<file path="src/rtl/time_setter_pkg.sv">
// Shared types and helpers for the time_setter block: FSM states, the
// minutes/seconds field type and the wrap-around step functions.
package time_setter_pkg;

  localparam int FIELD_W = 6;

  typedef logic [FIELD_W-1:0] field_t;

  localparam field_t MAX_MINSEC = 6'd59;

  typedef enum logic [1:0] {
    IDLE     = 2'd0,
    EDIT_MIN = 2'd1,
    EDIT_SEC = 2'd2
  } state_t;

  function automatic field_t step_up(input field_t v);
    return (v == MAX_MINSEC) ? '0 : v + 1'b1;
  endfunction

  function automatic field_t step_down(input field_t v);
    return (v == '0) ? MAX_MINSEC : v - 1'b1;
  endfunction

endpackage

</file>
<file path="src/rtl/time_setter_if.sv">
// Button, running-time and edited-time signals of time_setter, plus the FSM
// state for observation. master = stimulus/upstream side, slave = time_setter.
interface time_setter_if;
  import time_setter_pkg::*;

  logic   btn_mode;
  logic   btn_field;
  logic   btn_up;
  logic   btn_down;
  field_t Minutos;
  field_t Segundos;
  logic   setTime;
  field_t MinutosPulsa;
  field_t SegundosPulsa;
  logic   field_sel;
  logic   load_time;
  state_t state_dbg;

  modport master (
    output btn_mode, btn_field, btn_up, btn_down, Minutos, Segundos,
    input  setTime, MinutosPulsa, SegundosPulsa, field_sel, load_time, state_dbg
  );

  modport slave (
    input  btn_mode, btn_field, btn_up, btn_down, Minutos, Segundos,
    output setTime, MinutosPulsa, SegundosPulsa, field_sel, load_time, state_dbg
  );

endinterface

</file>
<file path="src/rtl/btn_debounce.sv">
// One push-button path: 2-FF synchronizer, stability counter that accepts a
// new level after DEBOUNCE_CYCLES identical samples, and a rising-edge strobe.
module btn_debounce #(
  parameter int DEBOUNCE_CYCLES = 500000
) (
  input  logic clk,
  input  logic rst_n,
  input  logic raw,
  output logic level,
  output logic press
);

  localparam int CW = $clog2(DEBOUNCE_CYCLES + 1);

  logic          sync1;
  logic          sync2;
  logic          level_q;
  logic [CW-1:0] cnt;

  always_ff @(posedge clk or negedge rst_n) begin
    if (!rst_n) begin
      sync1   <= 1'b0;
      sync2   <= 1'b0;
      cnt     <= '0;
      level   <= 1'b0;
      level_q <= 1'b0;
      press   <= 1'b0;
    end else begin
      sync1 <= raw;
      sync2 <= sync1;
      // Any sample matching the accepted level restarts the stability window.
      if (sync2 == level) begin
        cnt <= '0;
      end else if (cnt == CW'(DEBOUNCE_CYCLES - 1)) begin
        level <= sync2;
        cnt   <= '0;
      end else begin
        cnt <= cnt + 1'b1;
      end
      level_q <= level;
      press   <= level & ~level_q;
    end
  end

endmodule

</file>
<file path="src/rtl/time_setter.sv">
// User time-entry stage: debounces four buttons and runs the IDLE/EDIT_MIN/
// EDIT_SEC editor. Auto-repeat of up/down is built with TIME_SETTER_AUTO_REPEAT_EN.
module time_setter
  import time_setter_pkg::*;
#(
  parameter int DEBOUNCE_CYCLES = 500000,
  parameter int REPEAT_DELAY    = 25000000,
  parameter int REPEAT_PERIOD   = 5000000
) (
  input logic          clk,
  input logic          rst_n,
  time_setter_if.slave bus
);

  logic mode_lvl, field_lvl, up_lvl, down_lvl;
  logic mode_press, field_press, up_press, down_press;

  btn_debounce #(.DEBOUNCE_CYCLES(DEBOUNCE_CYCLES)) u_db_mode (
    .clk(clk), .rst_n(rst_n), .raw(bus.btn_mode), .level(mode_lvl), .press(mode_press)
  );
  btn_debounce #(.DEBOUNCE_CYCLES(DEBOUNCE_CYCLES)) u_db_field (
    .clk(clk), .rst_n(rst_n), .raw(bus.btn_field), .level(field_lvl), .press(field_press)
  );
  btn_debounce #(.DEBOUNCE_CYCLES(DEBOUNCE_CYCLES)) u_db_up (
    .clk(clk), .rst_n(rst_n), .raw(bus.btn_up), .level(up_lvl), .press(up_press)
  );
  btn_debounce #(.DEBOUNCE_CYCLES(DEBOUNCE_CYCLES)) u_db_down (
    .clk(clk), .rst_n(rst_n), .raw(bus.btn_down), .level(down_lvl), .press(down_press)
  );

  state_t state;
  logic   set_time_q;
  logic   load_q;
  logic   field_q;
  field_t min_q;
  field_t sec_q;
  logic   rep_up;
  logic   rep_down;

`ifdef TIME_SETTER_AUTO_REPEAT_EN
  localparam int RW = $clog2(REPEAT_DELAY + 2);

  logic [RW-1:0] rpt_cnt;
  logic          rpt_active;
  logic          rpt_fire;

  // Counting starts the cycle the debounced level rises, which is two cycles
  // before the press step lands; the +1 offset keeps REPEAT_DELAY measured
  // from the press step itself.
  assign rpt_active = (state != IDLE) && (up_lvl ^ down_lvl);
  assign rpt_fire   = rpt_active && (rpt_cnt == RW'(REPEAT_DELAY + 1));

  always_ff @(posedge clk or negedge rst_n) begin
    if (!rst_n) begin
      rpt_cnt <= '0;
    end else if (!rpt_active || mode_press || field_press) begin
      rpt_cnt <= '0;
    end else if (rpt_fire) begin
      rpt_cnt <= RW'(REPEAT_DELAY - REPEAT_PERIOD + 2);
    end else begin
      rpt_cnt <= rpt_cnt + 1'b1;
    end
  end

  assign rep_up   = rpt_fire & up_lvl;
  assign rep_down = rpt_fire & down_lvl;
`else
  localparam int unused_repeat_cfg = REPEAT_DELAY + REPEAT_PERIOD;
  assign rep_up   = 1'b0;
  assign rep_down = 1'b0;
`endif

  logic unused_levels;
  assign unused_levels = ^{mode_lvl, field_lvl, up_lvl, down_lvl};

  logic inc_req;
  logic dec_req;
  assign inc_req = up_press | rep_up;
  assign dec_req = down_press | rep_down;

  always_ff @(posedge clk or negedge rst_n) begin
    if (!rst_n) begin
      state      <= IDLE;
      set_time_q <= 1'b0;
      load_q     <= 1'b0;
      field_q    <= 1'b0;
      min_q      <= '0;
      sec_q      <= '0;
    end else begin
      load_q <= 1'b0;
      case (state)
        IDLE: begin
          if (mode_press) begin
            min_q      <= bus.Minutos;
            sec_q      <= bus.Segundos;
            state      <= EDIT_MIN;
            set_time_q <= 1'b1;
            field_q    <= 1'b0;
          end
        end
        EDIT_MIN, EDIT_SEC: begin
          // mode beats field beats a step; opposite steps cancel.
          if (mode_press) begin
            state      <= IDLE;
            set_time_q <= 1'b0;
            load_q     <= 1'b1;
            field_q    <= 1'b0;
          end else if (field_press) begin
            state   <= (state == EDIT_MIN) ? EDIT_SEC : EDIT_MIN;
            field_q <= (state == EDIT_MIN);
          end else if (inc_req ^ dec_req) begin
            if (state == EDIT_MIN) begin
              min_q <= inc_req ? step_up(min_q) : step_down(min_q);
            end else begin
              sec_q <= inc_req ? step_up(sec_q) : step_down(sec_q);
            end
          end
        end
        default: begin
          state      <= IDLE;
          set_time_q <= 1'b0;
          field_q    <= 1'b0;
        end
      endcase
    end
  end

  assign bus.setTime       = set_time_q;
  assign bus.load_time     = load_q;
  assign bus.field_sel     = field_q;
  assign bus.MinutosPulsa  = min_q;
  assign bus.SegundosPulsa = sec_q;
  assign bus.state_dbg     = state;

endmodule

</file>
<file path="src/flat_wrapper.sv">
// flat-port wrapper written by rule: the top's interface ports become plain ports
module time_setter_flat import time_setter_pkg::*;
#(
  parameter int DEBOUNCE_CYCLES = 500000,
  parameter int REPEAT_DELAY    = 25000000,
  parameter int REPEAT_PERIOD   = 5000000
)
  (clk, rst_n, bus_btn_mode, bus_btn_field, bus_btn_up, bus_btn_down, bus_Minutos, bus_Segundos, bus_setTime, bus_MinutosPulsa, bus_SegundosPulsa, bus_field_sel, bus_load_time, bus_state_dbg);
  time_setter_if bus_i ();
  input logic clk;
  input logic rst_n;
  input wire logic [$bits(bus_i.btn_mode)-1:0] bus_btn_mode;
  input wire logic [$bits(bus_i.btn_field)-1:0] bus_btn_field;
  input wire logic [$bits(bus_i.btn_up)-1:0] bus_btn_up;
  input wire logic [$bits(bus_i.btn_down)-1:0] bus_btn_down;
  input wire logic [$bits(bus_i.Minutos)-1:0] bus_Minutos;
  input wire logic [$bits(bus_i.Segundos)-1:0] bus_Segundos;
  output wire logic [$bits(bus_i.setTime)-1:0] bus_setTime;
  output wire logic [$bits(bus_i.MinutosPulsa)-1:0] bus_MinutosPulsa;
  output wire logic [$bits(bus_i.SegundosPulsa)-1:0] bus_SegundosPulsa;
  output wire logic [$bits(bus_i.field_sel)-1:0] bus_field_sel;
  output wire logic [$bits(bus_i.load_time)-1:0] bus_load_time;
  output wire logic [$bits(bus_i.state_dbg)-1:0] bus_state_dbg;
  assign bus_i.btn_mode = bus_btn_mode;
  assign bus_i.btn_field = bus_btn_field;
  assign bus_i.btn_up = bus_btn_up;
  assign bus_i.btn_down = bus_btn_down;
  assign bus_i.Minutos = bus_Minutos;
  assign bus_i.Segundos = bus_Segundos;
  assign bus_setTime = bus_i.setTime;
  assign bus_MinutosPulsa = bus_i.MinutosPulsa;
  assign bus_SegundosPulsa = bus_i.SegundosPulsa;
  assign bus_field_sel = bus_i.field_sel;
  assign bus_load_time = bus_i.load_time;
  assign bus_state_dbg = bus_i.state_dbg;
  time_setter #(.DEBOUNCE_CYCLES(DEBOUNCE_CYCLES), .REPEAT_DELAY(REPEAT_DELAY), .REPEAT_PERIOD(REPEAT_PERIOD)) u_core (.clk(clk), .rst_n(rst_n), .bus(bus_i));
endmodule
</file>
<file path="config.mk">
export PLATFORM = sky130hd
export DESIGN_NAME = time_setter_flat
export DESIGN_NICKNAME = d
export VERILOG_FILES = /design/src/rtl/time_setter_pkg.sv /design/src/rtl/time_setter_if.sv /design/src/rtl/btn_debounce.sv /design/src/rtl/time_setter.sv /design/src/flat_wrapper.sv
export SDC_FILE = /design/constraint.sdc
export NUM_CORES = 1
export LEC_CHECK = 0
export CORE_UTILIZATION = 35
export CTS_BUF_LIST = sky130_fd_sc_hd__clkbuf_4 sky130_fd_sc_hd__clkbuf_8
export CTS_CLUSTER_SIZE = 8
export DETAILED_ROUTE_END_ITERATION = 8
export PLACE_DENSITY = 0.56
export SETUP_SLACK_MARGIN = 0.4
export SLEW_MARGIN = 5
export SYNTH_ARGS = -nofsm -noshare
export SYNTH_HDL_FRONTEND = slang
export SYNTH_HIERARCHICAL = 1
export SYNTH_SLANG_ARGS = --single-unit
</file>
<file path="constraint.sdc">
create_clock -name clk -period 2.4 [get_ports clk]
set_clock_uncertainty 0.1 [all_clocks]
set_input_delay 0.24 -clock clk [delete_from_list [all_inputs] [get_ports clk]]
set_output_delay 0.24 -clock clk [all_outputs]
set_load 0.02 [all_outputs]
</file>
==> metrics <==
flop and latch count out of synthesis 112; most common cell after layout, fill and taps aside dfrtp_1; most frequent cells in the layout dfrtp_1, nor2_1, xnor2_1, nand3_1, nand2_1; maxcap violations 0; Netlist cell types 58; Max rail drop VDD 0.0002414 V; Worst Tran Pin Value 0.4248 ns; Crit path required time 2.58 ns; ys flop type dfrtp_1; Inserted Clock Buffers 9; post-synthesis instance area 0.006013 mm²; Core Box Area 0.01670 mm²; Filler cells 1615; YS warnings 6; nature of the critical path endpoint register; multi-input logic area 0.003122 mm²; WL final 12.24 mm; Tmin final 1.952 ns; drt first pass iters 4; CP Launch Type register; syn avg cell area 9.714 µm²; clk_lat worst skew 0.39 ns; fin. max-slew vios 0; Seq/Total Area, Yosys 46.61%; DIE AREA 0.01771 mm²; Vias 4605; period utilization 81.33%; largest net degree at the start of global routing 75; Clock Path Buffers 2; final-stage net count 707; clock slew at reported path FFs 0.11 ns; num rows 47; clock sinks 112; initial drt markers 158; fin util 42.94%; DR DRC count 0; share of cells above drive strength 1 16.62%; Cells after Synth 619; Routed Antenna Nets 0; Area after DPL 0.006633 mm²; outcome finished, final reports clean; Post-synth EDFFs 0; Leak Pwr 2.838 nW; initial antenna violation count 0; Final Hold Viols 0; PortBufs 34; first-pass GRT wire length 21.31 mm; HP Class in2reg; crit-path max FO 9; Arrival @ worst endpoint 2.13 ns; PD cells 461.2 mW/mm²; post-synthesis net count 651; GRT Resource Usage Total 14.74%; RePlAce Congestion 0.8536; Max Fclk 512.3 MHz; Reg area 0.002819 mm²; ys async rst share 100.0%; vias in the first global route 4580; Syn-to-layout area delta 19.25%; WL/cell 13.60 µm; Starting Density 36.01%; htree depth 3; Tot Pwr 3.307 mW; CTS Root Cell clkbuf_8; Finished Cell Area 0.007171 mm²; CTS tree done; final setup fails 0; TNS Setup 0 ns; total gr overflow 0; num ports 35; Die W 133.1 µm; crit path kind reg2reg; diode count 0; vias per cell 5.117; Slew headroom 71.52%; Die Height 133.1 µm; RSZ-0062 raised after global routing yes; detailed placement HPWL 8.321 mm
-- report_power, final --
group          internal [mW]  switching [mW]
combinational         0.0920           0.102
clock                  0.513           0.659
sequential              1.91          0.0308
total                   2.52           0.791
-- kinds of logic after synthesis --
group                    after synthesis  share of synthesized area, %
multiplexers                           9                         1.581
flip-flops                           112                         46.61
adder cells (fa/ha/maj)               14                         2.913
AND/OR/NAND/NOR                      277                         24.59
buffers and inverters                 56                         4.224
XOR/XNOR                              64                         9.322
AO/OA/AOI/OAI                         87                         10.76
-- flip-flops by register name, summed over array words and instances, names as in the netlist, 6 cells and up --
signal and count:
u_core/bus.SegundosPulsa 6, u_core/u_db_mode/cnt 19, u_core/u_db_down/cnt 19, u_core/u_db_field/cnt 19, u_core/bus.MinutosPulsa 6, u_core/u_db_up/cnt 19
-- critical path: stages, from the launching register on --
cell,delay [ns]
dfrtp_1,0.48
nor4_2,0.31
nand4_1,0.25
o41ai_4,0.42
buf_4,0.22
nor2_1,0.06
-- path summary, 6_finish.rpt --
| check | slack (ns) | depth (start not counted) | endpoint | start |
|---|---|---|---|---|
| hold reg to reg | 0.26 | 0 | u_core/u_db_down/sync2 | u_core/u_db_down/sync1 |
| hold / removal | 0.18 | 1 | u_core/u_db_field/sync1 | bus_btn_field |
| max in group asynchronous | 1.33 | 3 | u_core/bus.field_sel | rst_n |
| setup / recovery | 0.45 | 5 | u_core/u_db_down/cnt[13] | u_core/u_db_down/cnt[9] |
| min in group asynchronous | 0.19 | 2 | u_core/bus.SegundosPulsa[1] | rst_n |
| setup reg to reg | 0.45 | 5 | u_core/u_db_down/cnt[13] | u_core/u_db_down/cnt[9] |
-- through the flow --
step	hold WS, ns	instances	worst slack (ns)
after floorplan	-0.1556	619	0.4238
after global placement	0.05602	864	0.3385
after detailed placement	0.06721	864	0.2758
after CTS	0.1503	892	0.4143
after global routing	0.1584	900	0.3546
final	0.1802	900	0.4480
-- layer usage --
| layer | vias to the layer above | share of wire (%) | track usage (%) |
|---|---|---|---|
| met4 | 0 | 1.2 | 4.853 |
| li1 | 2293 | - | - |
| met1 | 2213 | 48 | 19.52 |
| met5 | - | 0 | 0 |
| met2 | 87 | 47 | 23.88 |
| met3 | 12 | 3.6 | 3.180 |
-- synthesized netlist by cell type, types with 2 or more instances --
master    count  area [µm²]
and2_1        5       31.28
o41ai_4       4       110.1
nand4_4       4       85.08
ha_1         14       175.2
or3_1        10       62.56
a31oi_1       5       31.28
a21oi_1      27       135.1
nor4b_1       5       43.79
a311oi_1      2       17.52
o21a_1        2       15.01
nand3_1      37       185.2
nor3_1       21       105.1
mux2_2        4       45.04
nor2_1       93       349.1
nor4_1       20       125.1
nor2b_1      13       81.33
xor2_1       11       96.34
clkbuf_1      3       11.26
mux2i_1       5       50.05
nand2b_1      3       18.77
or4_4         5       56.30
o21ai_0      20       100.1
buf_4         5       37.54
dfrtp_1     112        2803
o311a_1       2       20.02
xnor2_1      53       464.2
nand2_1      34       127.6
o211ai_1      6       45.04
inv_1        32       120.1
buf_2        13       65.06
nand4_1      19       118.9
nor4_2        4       50.05
-- cell type report --
cell class,count,area share (%)
Tap cell,220,3.839
Sequential cell,112,39.31
Clock inverter,6,0.9248
Multi-Input combinational cell,451,43.54
Timing Repair Buffer,69,8.742
Inverter,32,1.727
Clock buffer,10,1.919
-- repair_timing --
action,CTS,global route
cloned,0,0
buffers inserted,11,8
hold endpoints to repair,21,0
pin swaps,1,7
hold buffers,1,0
gates resized for setup,20,22
endpoints found under the setup margin,31,29
No activity file was read; power rests on OpenSTA's default activity.
